**src/rtl/gray_code_decoder_tracker.sv**
```systemverilog
// rtl/gray_code_decoder_tracker.sv - Gray code bus decoder with step classification, fault tracking and position count
// Optional feature macro: GRAY_DEC_SYNC_EN (two-flop input synchronizer on datain)

module gray_code_decoder_tracker #(
  parameter int POS_WIDTH = 8
) (
  input  logic                 clk,
  input  logic                 reset,
  input  logic [3:0]           datain,
  input  logic                 clear_err,
  output logic [3:0]           dataout,
  output logic                 valid,
  output logic                 step_up,
  output logic                 step_down,
  output logic                 error,
  output logic [POS_WIDTH-1:0] position
);

  typedef enum logic [1:0] {
    ST_INIT  = 2'd0,
    ST_TRACK = 2'd1,
    ST_FAULT = 2'd2
  } state_t;

  localparam logic [POS_WIDTH-1:0] POS_ONE = {{(POS_WIDTH-1){1'b0}}, 1'b1};

  state_t               state_q;
  state_t               state_d;
  logic [3:0]           sample;
  logic [3:0]           sample_bin;
  logic [3:0]           last_gray;
  logic                 is_hold;
  logic                 is_up;
  logic                 is_down;

  logic [3:0]           last_gray_d;
  logic [3:0]           dataout_d;
  logic                 valid_d;
  logic                 step_up_d;
  logic                 step_down_d;
  logic                 error_d;
  logic [POS_WIDTH-1:0] position_d;

  // Reflected Gray to binary: each binary bit is the XOR of all Gray bits at or above it
  function automatic logic [3:0] gray2bin(input logic [3:0] g);
    logic [3:0] b;
    b[3] = g[3];
    b[2] = b[3] ^ g[2];
    b[1] = b[2] ^ g[1];
    b[0] = b[1] ^ g[0];
    return b;
  endfunction

`ifdef GRAY_DEC_SYNC_EN
  logic [3:0] sync_q1;
  logic [3:0] sync_q2;

  // Two-flop synchronizer so datain may come from another clock domain
  always_ff @(posedge clk or negedge reset) begin
    if (!reset) begin
      sync_q1 <= 4'd0;
      sync_q2 <= 4'd0;
    end else begin
      sync_q1 <= datain;
      sync_q2 <= sync_q1;
    end
  end

  assign sample = sync_q2;
`else
  assign sample = datain;
`endif

  assign sample_bin = gray2bin(sample);
  assign is_hold    = (sample == last_gray);
  assign is_up      = (sample_bin == dataout + 4'd1);
  assign is_down    = (sample_bin == dataout - 4'd1);

  // State register
  always_ff @(posedge clk or negedge reset) begin
    if (!reset) begin
      state_q <= ST_INIT;
    end else begin
      state_q <= state_d;
    end
  end

  // Next-state logic; clear_err overrides everything and re-arms through INIT
  always_comb begin
    state_d = state_q;
    if (clear_err) begin
      state_d = ST_INIT;
    end else begin
      case (state_q)
        ST_INIT:  state_d = ST_TRACK;
        ST_TRACK: begin
          if (!is_hold && !is_up && !is_down) begin
            state_d = ST_FAULT;
          end
        end
        ST_FAULT: state_d = ST_FAULT;
        default:  state_d = ST_INIT;
      endcase
    end
  end

  // Next values of the registered outputs; pulses default low every cycle
  always_comb begin
    last_gray_d = last_gray;
    dataout_d   = dataout;
    valid_d     = valid;
    step_up_d   = 1'b0;
    step_down_d = 1'b0;
    error_d     = error;
    position_d  = position;
    if (clear_err) begin
      error_d = 1'b0;
      valid_d = 1'b0;
    end else begin
      case (state_q)
        ST_INIT: begin
          last_gray_d = sample;
          dataout_d   = sample_bin;
          valid_d     = 1'b1;
        end
        ST_TRACK: begin
          if (is_hold) begin
            // no change on the bus
          end else if (is_up) begin
            last_gray_d = sample;
            dataout_d   = sample_bin;
            step_up_d   = 1'b1;
            position_d  = position + POS_ONE;
          end else if (is_down) begin
            last_gray_d = sample;
            dataout_d   = sample_bin;
            step_down_d = 1'b1;
            position_d  = position - POS_ONE;
          end else begin
            error_d = 1'b1;
            valid_d = 1'b0;
          end
        end
        default: begin
          // FAULT: everything frozen until clear_err
        end
      endcase
    end
  end

  // Output and tracking registers
  always_ff @(posedge clk or negedge reset) begin
    if (!reset) begin
      last_gray <= 4'd0;
      dataout   <= 4'd0;
      valid     <= 1'b0;
      step_up   <= 1'b0;
      step_down <= 1'b0;
      error     <= 1'b0;
      position  <= '0;
    end else begin
      last_gray <= last_gray_d;
      dataout   <= dataout_d;
      valid     <= valid_d;
      step_up   <= step_up_d;
      step_down <= step_down_d;
      error     <= error_d;
      position  <= position_d;
    end
  end

endmodule

```
**config.mk**
```make
export PLATFORM = sky130hd
export DESIGN_NAME = gray_code_decoder_tracker
export DESIGN_NICKNAME = d
export VERILOG_FILES = /design/src/rtl/gray_code_decoder_tracker.sv
export SDC_FILE = /design/constraint.sdc
export NUM_CORES = 1
export LEC_CHECK = 0
export ABC_AREA = 1
export BUFFER_PORTS_ARGS = -buffer_cell sky130_fd_sc_hd__buf_4
export CORE_MARGIN = 4
export CORE_UTILIZATION = 40
export DETAILED_ROUTE_END_ITERATION = 7
export PLACE_DENSITY_LB_ADDON = 0.15
export REMOVE_ABC_BUFFERS = 1
export SYNTH_ARGS = -nofsm -noshare
export SYNTH_HDL_FRONTEND = slang
export SYNTH_SLANG_ARGS = --single-unit
```
**constraint.sdc**
```tcl
create_clock -name clk -period 5.1 [get_ports clk]
set_input_delay 0.255 -clock clk [delete_from_list [all_inputs] [get_ports clk]]
set_output_delay 0.255 -clock clk [all_outputs]
set_load 0.02 [all_outputs]
```
Word level (Yosys, flattened, before mapping)

Cells that the tools add are included.

Flip-flop bits (word level): 22
Input port bits: 7
Output and inout bits: 16
Word-level logic and storage cells: 77

$add $sub $neg: 4
Eq/ne operators: 14
Multiplexer cells: 32
Bitwise logic cells: 5
Reduce and logical (&&, ||, !) cells: 14

Operators by type and width:

| cell                                              | number |
|---|---|
| two-way mux 4 bit                                 | 6 |
| two-way mux 1 bit                                 | 18 |
| two-way mux 8 bit                                 | 2 |
| case mux 4 bit (2 select lines)                   | 2 |
| AND reduction 4 bit                               | 4 |
| != test 3 bit (second input constant)             | 5 |
| == test 4 bit                                     | 3 |
| adder 8 x 1 -> 8 bit (second input constant)      | 1 |
| != test 2 bit (second input constant)             | 4 |
| subtractor 8 x 1 -> 8 bit (second input constant) | 1 |
| case mux 2 bit (3 select lines)                   | 1 |
| nonzero test 2 bit                                | 3 |
| adder 4 x 1 -> 4 bit (second input constant)      | 1 |
| two-way mux 2 bit                                 | 2 |
| subtractor 4 x 1 -> 4 bit (second input constant) | 1 |
| logical NOT 1 bit                                 | 3 |
| nonzero test 3 bit                                | 1 |
| XOR 1 bit                                         | 3 |
| == test 2 x 1 -> 1 bit (second input constant)    | 1 |
| == test 2 bit (second input constant)             | 1 |
| logical AND 1 bit                                 | 2 |
| logical NOT 2 bit                                 | 1 |
| inverter 1 bit                                    | 2 |
| case mux 1 bit (2 select lines)                   | 1 |

Depth between registers and ports, before layout

Gate-level depths: netlist (run 1).

Depth in word-level cells: 10
Mapped depth: 20
Depth with buffers taken out: 20

Worst setup path before layout (run 1)

Ideal clock, no wire load.

Path type: reg2reg
From: register dataout[0]
To: register position[6]
Setup time: 119 ps
Arrival: 2455 ps
Required time: 4981 ps
Slack: 2527 ps
Cell stages (with the launch flop): 16
Buffers on the path: 0
Clock period less this slack: 2573 ps
Path through: dfrtp_1 -> inv_1 -> ha_1 -> inv_1 -> nand3_1 -> nand2_1 -> nor2_4 -> nand2_4 -> inv_1 -> fa_1 -> o21ai_0 -> nand2_1 -> nand2_1 -> a21oi_1 -> xor2_1 -> o21ai_2

Cells in the longest elaborated chain, start to end: 4
Elaborated cells on any way between the ends: 7
Those cells by class: 2 x add/sub; 2 x eq/ne; 1 x mux; 2 x reduce/logical

Ends and longest elaborated chain:

| element                                                                  | line   | RTL |
|---|---|---|
| start, declared                                                          | 11     | `output logic [3:0] dataout,` |
| start signal, assigned                                                   | 163    | `dataout <= dataout_d;` |
| adder 4 x 1 -> 4 bit / subtractor 4 x 1 -> 4 bit (equally long branches) | 76, 77 |  |
| == test 4 bit, on equally long branches                                  | 76, 77 |  |
| nonzero test 2 bit (no line)                                             | n/a    |  |
| AND reduction 4 bit (no line)                                            | n/a    |  |
| end signal, assigned                                                     | 168    | `position <= position_d;` |
| end, declared                                                            | 16     | `output logic [POS_WIDTH-1:0] position` |

Parallel ways exist; a longest one is shown, timed or not.
A chain may end at the register's enable or synchronous reset.

Worst setup path in the final report (run 1)

Ends and elaborated chain as after synthesis.

==> impl_metrics.py, run 1 <==
metrics = {
    "cells_and_area": {
        "nFillCells": 382,
        "area_growth_pct": 15.66,
        "fin_cells": 286,
        "n_antenna_cell": 0,
        "drive_gt1_share_pct": 21.01,
        "finalNetCount": 258,
    },
    "synth": {
        "synth.distinct_cells": 25,
        "synth.most_common_cell": "nand2_1",
        "yosys-top-cells-area": "dfrtp_1, nand2_1, ha_1",
        "yosysTopAreaCell": "dfrtp_1",
        "netlist_area_um2": 1598,
        "netlist_instances": 214,
        "synth_enable_flop_cells": 0,
        "async_reset_ff_share_pct": 100.0,
        "synth_top_cells_by_count": "nand2_1, inv_1, nand3_1",
        "yosys.area.top_type_share_pct": 32.89,
        "ys_seq_elements": 21,
        "synth_ff_type": "dfrtp_1",
        "syn_area_per_cell_um2": 7.466,
        "yosys_warnings": 0,
        "synth_seq_area_share_pct": 32.89,
    },
    "routing": {
        "vias_per_cell": 4.685,
        "final_antenna_net_count": 0,
        "avgRoutedWirePerCell_um": 11.14,
        "dr.pass1.iters": 4,
        "drc": 0,
        "dr.first_iter.drc_count": 88,
        "vias": 1340,
        "routed_wl_um": 3185,
    },
    "worst_hold_path": {
        "hold_class": "in2reg",
    },
    "grt": {
        "top_usage_layer": "met2",
        "use_met3_pct": 4.119,
        "grt_pass1_wl_um": 5630,
        "grt_max_degree": 22,
        "use_met2_pct": 20.61,
        "grtUsageMet1_pct": 19.16,
        "grt.total_usage_pct": 13.72,
        "antenna_found_initial": 0,
        "grt_pass1_vias": 1234,
        "overflow": 0,
    },
    "place": {
        "place_inst": 281,
        "detailed_place_hpwl_um": 2510,
        "port_buffers": 22,
        "place_congestion": 0.7437,
    },
    "job": {
        "max-cap-violations": 0,
    },
    "power": {
        "powerDensity_nw_per_um2": 633.2,
        "p_seq_share_pct": 25.3,
        "clock_power_share_pct": 9.4,
        "combPwrFrac_pct": 65.3,
        "vdd_ir_drop_max_uv": 374.3,
        "switching_share_pct": 49.45,
        "intPower_uw": 591.5,
        "net-switching-power_uw": 578.7,
        "p_leak_uw": 0.001049,
    },
    "sta": {
        "setup_viol": 0,
        "setup_tns_ns": 0,
        "fin_crit_ns": 2.699,
        "timing.slew.headroom_pct": 78.31,
        "final_max_slew_viol_count": 0,
        "fin_crit_sh_pct": 52.93,
        "hold_slack_ns": 0.1604,
        "rsz0062_at_grt": "false",
        "worst_pin_slew_ns": 0.3246,
        "fmax_mhz": 370.5,
        "finClkSkew_ns": 0.004852,
        "finalHoldViolations": 0,
    },
    "clock_tree": {
        "htreeDepth": 1,
        "cts_buffers": 3,
        "clock-root-buffer": "clkbuf_8",
        "cts.sinks": 21,
        "worstSkewPairLatency_ns": 0.26,
        "clk_pin_slew_ns": 0.08,
        "cts_buffer_depth": 2,
        "tritoncts": "yes",
    },
    "critical_path": {
        "crit_type": "reg2reg",
        "crit_top_cell": "nand2_1",
        "path_max_fanout": 11,
        "worst_setup_path_end_kind": "flip-flop",
        "cp_cell_sequence": "ha_1 -> inv_1 -> nand2_1 -> nand2_1 -> nand2_1 -> nand2_1 -> nand2_2 -> nor2_4 -> nand2_4 -> ha_1 -> a21oi_1 -> o21ai_0 -> nand2_1 -> nand2_1 -> a21oi_1 -> xor2_1 -> o21ai_2",
        "crit_slowest_cell": "dfrtp_1",
        "path_delay_family": "simple AND/OR/NAND/NOR gates",
        "cp.arrival_ns": 2.85,
        "crit_path_start_kind": "flip-flop",
        "cp_slowest_stage_delay_ns": 0.46,
        "critical_path_buf_inv_count": 1,
        "critPathRequiredTime_ns": 5.25,
    },
    "floorplan": {
        "fp.dieH_um": 71.20,
        "dieArea_um2": 5069,
        "start_util_pct": 42.37,
        "rows": 22,
        "die_w_um": 71.20,
        "core_area_um2": 3771,
        "ioPinCount": 23,
    },
    "run_status": {
        "outcome": "finished clean",
    },
}
[cell usage in the layout, fill, tap and decap left out, drive strengths merged, types with 2 or more instances in the layout]
| cell type | instances |
|---|---|
| a31oi | 2 |
| nand3 | 27 |
| buf | 22 |
| nor2 | 9 |
| dfrtp | 21 |
| inv | 31 |
| ha | 11 |
| nand2 | 82 |
| xnor2 | 3 |
| clkbuf | 4 |
| xor2 | 6 |
| a21oi | 6 |
| o21ai | 10 |
[kinds of logic (layout without fill, tap and decap cells)]
| logic type | after synthesis | count (layout) | synth area share (%) |
|---|---|---|---|
| AOI/OAI and AO/OA | 18 | 18 | 6.500 |
| xor gates and xnor gates | 9 | 9 | 5.404 |
| adders and majority gates | 12 | 12 | 9.867 |
| buffers and inverters | 35 | 59 | 9.397 |
| DFF | 21 | 21 | 32.89 |
| and+or+nand+nor | 119 | 119 | 35.94 |
[through the flow]
step | setup WS, ns | power, uW | area (um2) | utilization, %
global route | 2.123 | 1300 | 1848 | 49.00
CTS | 2.399 | 1184 | 1848 | 49.00
detailed placement | 2.412 | 1066 | 1793 | 47.54
finish | 2.401 | 1170 | 1848 | 49.00
global placement | 2.460 | 1053 | 1793 | 47.54
floorplan | 2.521 | 868.2 | 1568 | -
[final timing paths]
check	startpoint	end	slack, ns	cells after the start
hold reg to reg	error	error	0.51	2
setup / recovery	dataout[0]	position[6]	2.40	17
max in group asynchronous	reset	position[5]	4.47	2
setup reg to reg	dataout[0]	position[6]	2.40	17
min in group asynchronous	reset	dataout[2]	0.41	2
hold / removal	clear_err	error	0.16	2
[flip-flops by register name, indices dropped and copies added, names as in the netlist]
| signal | count |
|---|---|
| state_q | 2 |
| dataout | 3 |
| step_up | 1 |
| position | 8 |
| error | 1 |
| step_down | 1 |
| last_gray | 4 |
| valid | 1 |
[power by group through the flow]
stage / logic [uW] / clock network (uW) / registers (uW)
after CTS: 771 / 116 / 297
final: 764 / 110 / 297
after floorplan: 524 / 0 / 344
after global routing: 868 / 123 / 308
after detailed placement: 767 / 0 / 299
after global placement: 754 / 0 / 299
[layer usage]
metal / share of wire [%] / wire length [um]
met2: 46 / 1460
met1: 49 / 1546
met4: 1.2 / 38
met5: 0 / 0
met3: 4.4 / 140
[layout make-up]
| type | instances | area (um2) | share of cell area (%) |
|---|---|---|---|
| inverters | 32 | 120.1 | 6.500 |
| clock buffers | 4 | 45.04 | 2.437 |
| flip-flops and latches | 21 | 525.5 | 28.44 |
| multi-input cells | 158 | 922.1 | 49.90 |
| well taps | 48 | 60.06 | 3.250 |
| repair buffers | 23 | 175.2 | 9.479 |
[what timing repair did]
item                                   in CTS  in global routing
endpoints found under the hold margin      21                  0
gates resized for setup                     0                  0
setup buffers                               0                  0
hold buffers                                1                  0
Power figures use the tool's default switching activity.
==> inputs of run 2 (changes only) <==
==> constraint.sdc (replaced) <==
create_clock -name clk -period 2.7 [get_ports clk]
set_input_delay 0.135 -clock clk [delete_from_list [all_inputs] [get_ports clk]]
set_output_delay 0.135 -clock clk [all_outputs]
set_load 0.02 [all_outputs]
==> run 2 against run 1 <==
Critical endpoint unchanged. Sequential power is 91% higher. Power is 110% higher. Largest cell class unchanged. Critical path depth is 2 lower. Combinational power is 120% higher. Via count is 1.2% higher. Die area stayed put. Sequential cell count stayed put. Setup slack worse by 2.2 ns. First-iteration DRC count is 53% lower. Register-to-register slack worse by 2.2 ns.
==> impl_metrics.py, run 2 (synthesis gave the netlist of run 1 again) <==
metrics = {
    "run_status": {
        "outcome": "finished clean",
    },
    "cells_and_area": {
        "final_cell_mix": "nand2_1, buf_4, inv_1, nand3_1, dfrtp_1",
        "largest_register_ffs": 8,
        "regMostFlops": "position",
        "drive_gt1_share_pct": 27.35,
        "nFillCells": 361,
        "seq_area_um2": 526.8,
        "finalNetCount": 265,
        "largestRegisters": "position (8), last_gray (4), dataout (3)",
        "multi_input_area_um2": 1018,
        "n_antenna_cell": 0,
        "area_growth_pct": 25.06,
        "fin_util_pct": 52.99,
        "final_common_cell": "nand2_1",
    },
    "routing": {
        "routed_wl_um": 3246,
        "final_antenna_net_count": 0,
        "drc": 0,
        "dr.pass1.iters": 4,
        "dr.first_iter.drc_count": 41,
        "avgRoutedWirePerCell_um": 11.08,
        "vias": 1356,
        "vias_per_cell": 4.628,
    },
    "critical_path": {
        "worst_setup_path_end_kind": "flip-flop",
        "cp.arrival_ns": 2.64,
        "path_depth": 15,
        "critical_path_buf_inv_count": 3,
        "reg2regPathDepth": 15,
        "critPathRequiredTime_ns": 2.85,
        "path_max_fanout": 8,
        "reg2reg_slack_ns": 0.21,
        "crit_path_start_kind": "flip-flop",
        "crit_slowest_cell": "dfrtp_1",
        "cp_cell_sequence": "inv_1 -> ha_4 -> inv_1 -> nand3_1 -> nand2_1 -> nor2_4 -> nand2_8 -> inv_1 -> fa_1 -> o21ai_0 -> nand2_1 -> nand2_1 -> a21oi_1 -> xor2_1 -> o21ai_2",
        "path_delay_family": "adder cells",
        "r2r-start": "dataout[0]",
        "critical_path.endpoint": "position[6]",
        "crit_type": "reg2reg",
        "startpoint": "dataout[0]",
        "cp_slowest_stage_delay_ns": 0.42,
        "r2r-end": "position[6]",
    },
    "floorplan": {
        "core_area_um2": 3771,
        "fp.dieH_um": 71.20,
        "dieArea_um2": 5069,
        "ioPinCount": 23,
        "start_util_pct": 42.37,
        "die_w_um": 71.20,
        "rows": 22,
    },
    "power": {
        "combPwrFrac_pct": 68.3,
        "net-switching-power_uw": 1162,
        "p_leak_uw": 0.001078,
        "intPower_uw": 1292,
        "p_seq_share_pct": 23.1,
        "switching_share_pct": 47.35,
        "vdd_ir_drop_max_uv": 728.5,
        "powerDensity_nw_per_um2": 1228,
        "clock_power_share_pct": 8.5,
    },
    "place": {
        "detailed_place_hpwl_um": 2430,
        "pre_cts_slack_ns": 0.05235,
        "port_buffers": 22,
        "place_congestion": 0.7797,
    },
    "grt": {
        "grt_max_degree": 22,
        "grt_pass1_vias": 1202,
        "grt_pass1_wl_um": 5506,
        "antenna_found_initial": 0,
        "overflow": 0,
        "grt.total_usage_pct": 13.39,
    },
    "clock_tree": {
        "cts_buffers": 3,
        "tritoncts": "yes",
        "cts_buffer_depth": 2,
        "htreeDepth": 1,
        "clk_pin_slew_ns": 0.08,
        "worstSkewPairLatency_ns": 0.26,
        "cts.sinks": 21,
        "clock-root-buffer": "clkbuf_8",
    },
    "sta": {
        "finClkSkew_ns": 0.002317,
        "timing.slew.headroom_pct": 77.94,
        "worst_pin_slew_ns": 0.3300,
        "fmax_mhz": 401.6,
        "fin_crit_ns": 2.490,
        "fin_crit_sh_pct": 92.22,
        "final_max_slew_viol_count": 0,
        "hold_slack_ns": 0.04219,
        "finalHoldViolations": 0,
        "setup_slack_ns": 0.2099,
        "setup_viol": 0,
    },
    "worst_hold_path": {
        "hold_start": "clear_err",
        "hold_class": "in2reg",
    },
    "job": {
        "max-cap-violations": 0,
    },
}
[run 2: cell types whose count changed in the layout (fill, tap and decap cells not counted), sizes merged]
cell,change
buf,+7
[run 2: power by group through the flow]
stage / logic (uW) / registers, uW / clock network (uW)
after floorplan: 990 / 650 / 0
final: 1680 / 567 / 210
after CTS: 1510 / 553 / 222
after detailed placement: 1510 / 558 / 0
after global routing: 1910 / 588 / 237
after global placement: 1500 / 559 / 0
[run 2: what timing repair did]
action / in CTS / in global routing
setup endpoints to repair: 0 / 3
gates resized for setup: 0 / 12
buffers inserted: 0 / 4
hold buffers: 1 / 0
hold endpoints to repair: 21 / 0
[run 2: worst min-delay path by stage]
stage                             to  slack [ns]  cells past startpoint
after global routing           error        0.03                      2
after floorplan           dataout[0]       -0.16                      0
after detailed placement  dataout[2]        0.05                      1
after global placement    dataout[2]        0.05                      1
final                          error        0.04                      2
after CTS                      error        0.03                      2
[run 2: layout make-up]
type | count | share of cell area, %
flip-flops and latches | 21 | 26.36
inverters | 32 | 6.011
well taps | 48 | 3.006
repair buffers | 30 | 11.40
multi-input cells | 158 | 50.97
clock buffers | 4 | 2.254
[run 2: through the flow]
stage               std cells   TNS [ns]  power [uW]  cell area, um2
global placement          284          0        2062            1815
floorplan                 211          0        1640            1568
detailed placement        284          0        2064            1815
CTS                       289          0        2290            1871
finish                    293          0        2454            1998
global route              293  -0.009976        2734            1998
[run 2: worst reg2reg max path: stages (launching register included)]
cell	delay, ns
dfrtp_1	0.42
inv_1	0.15
ha_4	0.23
inv_1	0.07
nand3_1	0.07
nand2_1	0.11
nor2_4	0.07
nand2_8	0.12
inv_1	0.07
fa_1	0.39
o21ai_0	0.26
nand2_1	0.08
nand2_1	0.07
a21oi_1	0.06
xor2_1	0.16
o21ai_2	0.06
[run 2: routing by layer]
metal,track usage [%],part of all wire (%),vias to the layer above
met5,0,0,-
met4,1.879,0.40,0
li1,-,-,737
met2,20.61,44,16
met3,3.977,4.1,2
met1,18.96,51,601
==> inputs of run 3 (changes only) <==
--- a/config.mk
+++ b/config.mk
@@ -5,7 +5,6 @@
 export SDC_FILE = /design/constraint.sdc
 export NUM_CORES = 1
 export LEC_CHECK = 0
-export ABC_AREA = 1
 export BUFFER_PORTS_ARGS = -buffer_cell sky130_fd_sc_hd__buf_4
 export CORE_MARGIN = 4
 export CORE_UTILIZATION = 40
==> run 3 against run 2 <==
The flow now finishes with violations (negative setup slack). Critical path depth down 2. Power rose by 32%. Via count shrank 13%. Clock skew rose by 0.0067 ns. Critical path type unchanged. Maximum frequency fell by 15%. First-iteration DRC count decreased by 20%. Die area fell by 12%. Sequential cell count unchanged. Sequential share of layout area decreased by 1.8 points. Synthesized cell count fell by 38%.
==> impl_metrics.py, run 3 <==
metrics = {
    "run_status": {
        "outcome": "complete, but fails checks",
        "violations": "negative setup slack",
    },
    "critical_path": {
        "r2r-end": "position[7]",
        "worst_setup_path_end_kind": "flip-flop",
        "cp_cell_sequence": "inv_2 -> ha_4 -> xor2_2 -> or3_4 -> a21oi_2 -> and2_4 -> inv_6 -> ha_4 -> a2111o_1 -> o22ai_2 -> mux2_4 -> nand2_2 -> xnor2_1",
        "path_max_fanout": 6,
        "cp_slowest_stage_delay_ns": 0.43,
        "reg2regPathDepth": 13,
        "crit_type": "reg2reg",
        "crit_path_start_kind": "flip-flop",
        "crit_slowest_cell": "a2111o_1",
        "r2r-start": "dataout[0]",
        "startpoint": "dataout[0]",
        "reg2reg_slack_ns": -0.24,
        "critical_path.endpoint": "position[7]",
        "critPathRequiredTime_ns": 2.94,
        "cp.arrival_ns": 3.18,
        "crit_top_cell": "ha_4",
    },
    "cells_and_area": {
        "finalNetCount": 220,
        "final_common_cell": "buf_4",
        "drive_gt1_share_pct": 54.00,
        "area_growth_pct": 54.23,
        "regMostFlops": "position",
        "largestRegisters": "position (8), last_gray (4), dataout (3)",
        "n_antenna_cell": 0,
        "largest_register_ffs": 8,
        "final_cell_mix": "buf_4, dfrtp_1, xnor2_1, inv_1, nand2_1",
        "nFillCells": 272,
    },
    "job": {
        "max-cap-violations": 0,
    },
    "synth": {
        "yosysTopAreaCell": "dfrtp_1",
        "synth_seq_area_share_pct": 37.84,
        "synth_enable_flop_cells": 0,
        "synth_ff_type": "dfrtp_1",
        "syn_area_per_cell_um2": 10.44,
        "yosys.area.top_type_share_pct": 37.84,
        "netlist_area_um2": 1389,
        "async_reset_ff_share_pct": 100.0,
        "synth_top_cells_by_count": "dfrtp_1, ha_1, inv_1, xnor2_1, nand2_1",
        "yosys_warnings": 0,
        "netlist_instances": 133,
        "ys_seq_elements": 21,
        "synth.distinct_cells": 36,
        "yosys-top-cells-area": "dfrtp_1, ha_1, xnor2_1",
        "synth.most_common_cell": "dfrtp_1",
    },
    "sta": {
        "setup_viol": 4,
        "timing.slew.headroom_pct": 70.60,
        "rsz0062_at_grt": "true",
        "fin_crit_ns": 2.944,
        "fin_crit_sh_pct": 109.0,
        "worst_pin_slew_ns": 0.4364,
        "setup_slack_ns": -0.2440,
        "fmax_mhz": 339.7,
        "finClkSkew_ns": 0.009046,
        "finalHoldViolations": 0,
        "final_max_slew_viol_count": 0,
    },
    "clock_tree": {
        "cts.sinks": 21,
        "clock-root-buffer": "clkbuf_4",
        "clk_pin_slew_ns": 0.13,
        "cts_buffer_depth": 2,
        "cts_buffers": 3,
        "tritoncts": "yes",
        "worstSkewPairLatency_ns": 0.30,
        "htreeDepth": 1,
    },
    "place": {
        "detailed_place_hpwl_um": 2187,
        "port_buffers": 22,
        "place_congestion": 0.7874,
        "pre_cts_slack_ns": -0.4778,
    },
    "floorplan": {
        "die_w_um": 66.93,
        "fp.dieH_um": 66.93,
        "dieArea_um2": 4479,
        "rows": 21,
        "start_util_pct": 41.62,
        "ioPinCount": 23,
        "core_area_um2": 3337,
    },
    "routing": {
        "routed_wl_um": 3215,
        "drc": 0,
        "dr.pass1.iters": 4,
        "dr.first_iter.drc_count": 33,
        "vias": 1181,
        "final_antenna_net_count": 0,
        "vias_per_cell": 4.801,
        "avgRoutedWirePerCell_um": 13.07,
    },
    "power": {
        "powerDensity_nw_per_um2": 1511,
        "p_leak_uw": 0.001006,
        "finalPower_uw": 3237,
        "vdd_ir_drop_max_uv": 730.6,
    },
    "worst_hold_path": {
        "whs_path_depth": 2,
        "hold_class": "in2reg",
        "hold_start": "clear_err",
    },
    "grt": {
        "grt.total_usage_pct": 15.30,
        "grt_pass1_vias": 1203,
        "overflow": 0,
        "use_met2_pct": 27.85,
        "grt_max_degree": 22,
        "top_usage_layer": "met2",
        "antenna_found_initial": 0,
        "grt_pass1_wl_um": 5237,
        "use_met3_pct": 2.024,
        "grtUsageMet1_pct": 18.81,
    },
}
run 3: changes by cell type after synthesis, sizes merged, moves of 4 or more:
cell and change:
inv -21, mux2 +7, nand2 -73, nand2b +4, nand3 -22, nor2 -6, xnor2 +7
run 3: how the worst min path moves through the flow:
stage / slack (ns) / to
finish: 0.04 / step_up
global placement: 0.04 / last_gray[3]
detailed placement: 0.04 / last_gray[3]
CTS: 0.03 / step_up
floorplan: -0.16 / dataout[0]
global route: 0.03 / step_up
run 3: layout make-up:
cell class	instances	area (um2)	area share [%]
multi-input cells	98	965.9	45.09
flip-flops and latches	21	525.5	24.53
repair buffers	67	524.3	24.47
well taps	46	57.56	2.687
inverters	10	42.54	1.986
clock buffers	4	26.28	1.227
run 3: critical path, delay by kind of cell, from the launching register on:
kind | cells | cell delay [ns]
AO/OA/AOI/OAI | 3 | 0.72
XOR/XNOR | 2 | 0.26
adder cells (fa/ha/maj) | 2 | 0.42
buffers and inverters | 2 | 0.14
flip-flops | 1 | 0.42
multiplexers | 1 | 0.32
AND/OR/NAND/NOR | 3 | 0.62
run 3: through the flow:
step | hold WS, ns | cell area, um2 | setup TNS [ns] | util [%] | cells
2_1_floorplan | -0.1606 | 1368 | -2.306 | - | 129
3_3_place_gp | 0.03982 | 1815 | -1.186 | 54.41 | 227
3_5_place_dp | 0.04155 | 1815 | -1.544 | 54.41 | 227
4_1_cts | 0.02889 | 2024 | -0.4070 | 60.67 | 241
5_1_grt | 0.02859 | 2142 | -1.314 | 64.19 | 246
6_report | 0.03761 | 2142 | -0.6422 | 64.19 | 246
run 3: report_power, final:
| part | internal [uW] | switching (uW) |
|---|---|---|
| Sequential | 450 | 118 |
| Combinational | 1420 | 1090 |
| Clock | 57.5 | 99.8 |
run 3: logic make-up after synthesis:
group / count (synthesis) / share of synthesized area [%]
AOI/OAI and AO/OA: 26 / 12.97
muxes: 10 / 7.838
DFF: 21 / 37.84
and+or+nand+nor: 31 / 11.62
adders and majority gates: 12 / 11.35
buffers and inverters: 14 / 4.234
xor gates and xnor gates: 19 / 14.14
run 3: layer usage:
metal / share of wire [%] / routed length (um)
met2: 50 / 1622
met1: 46 / 1482
met5: 0 / 0
met4: 0.62 / 20
met3: 2.8 / 89
run 3: repair_timing:
action | 4_1_cts | 5_1_grt
hold buffers | 1 | 0
gates resized for setup | 26 | 19
endpoints found under the hold margin | 21 | 0
pin swaps | 14 | 12
buffers inserted | 9 | 7
setup endpoints to repair | 5 | 14
gates cloned | 0 | 0
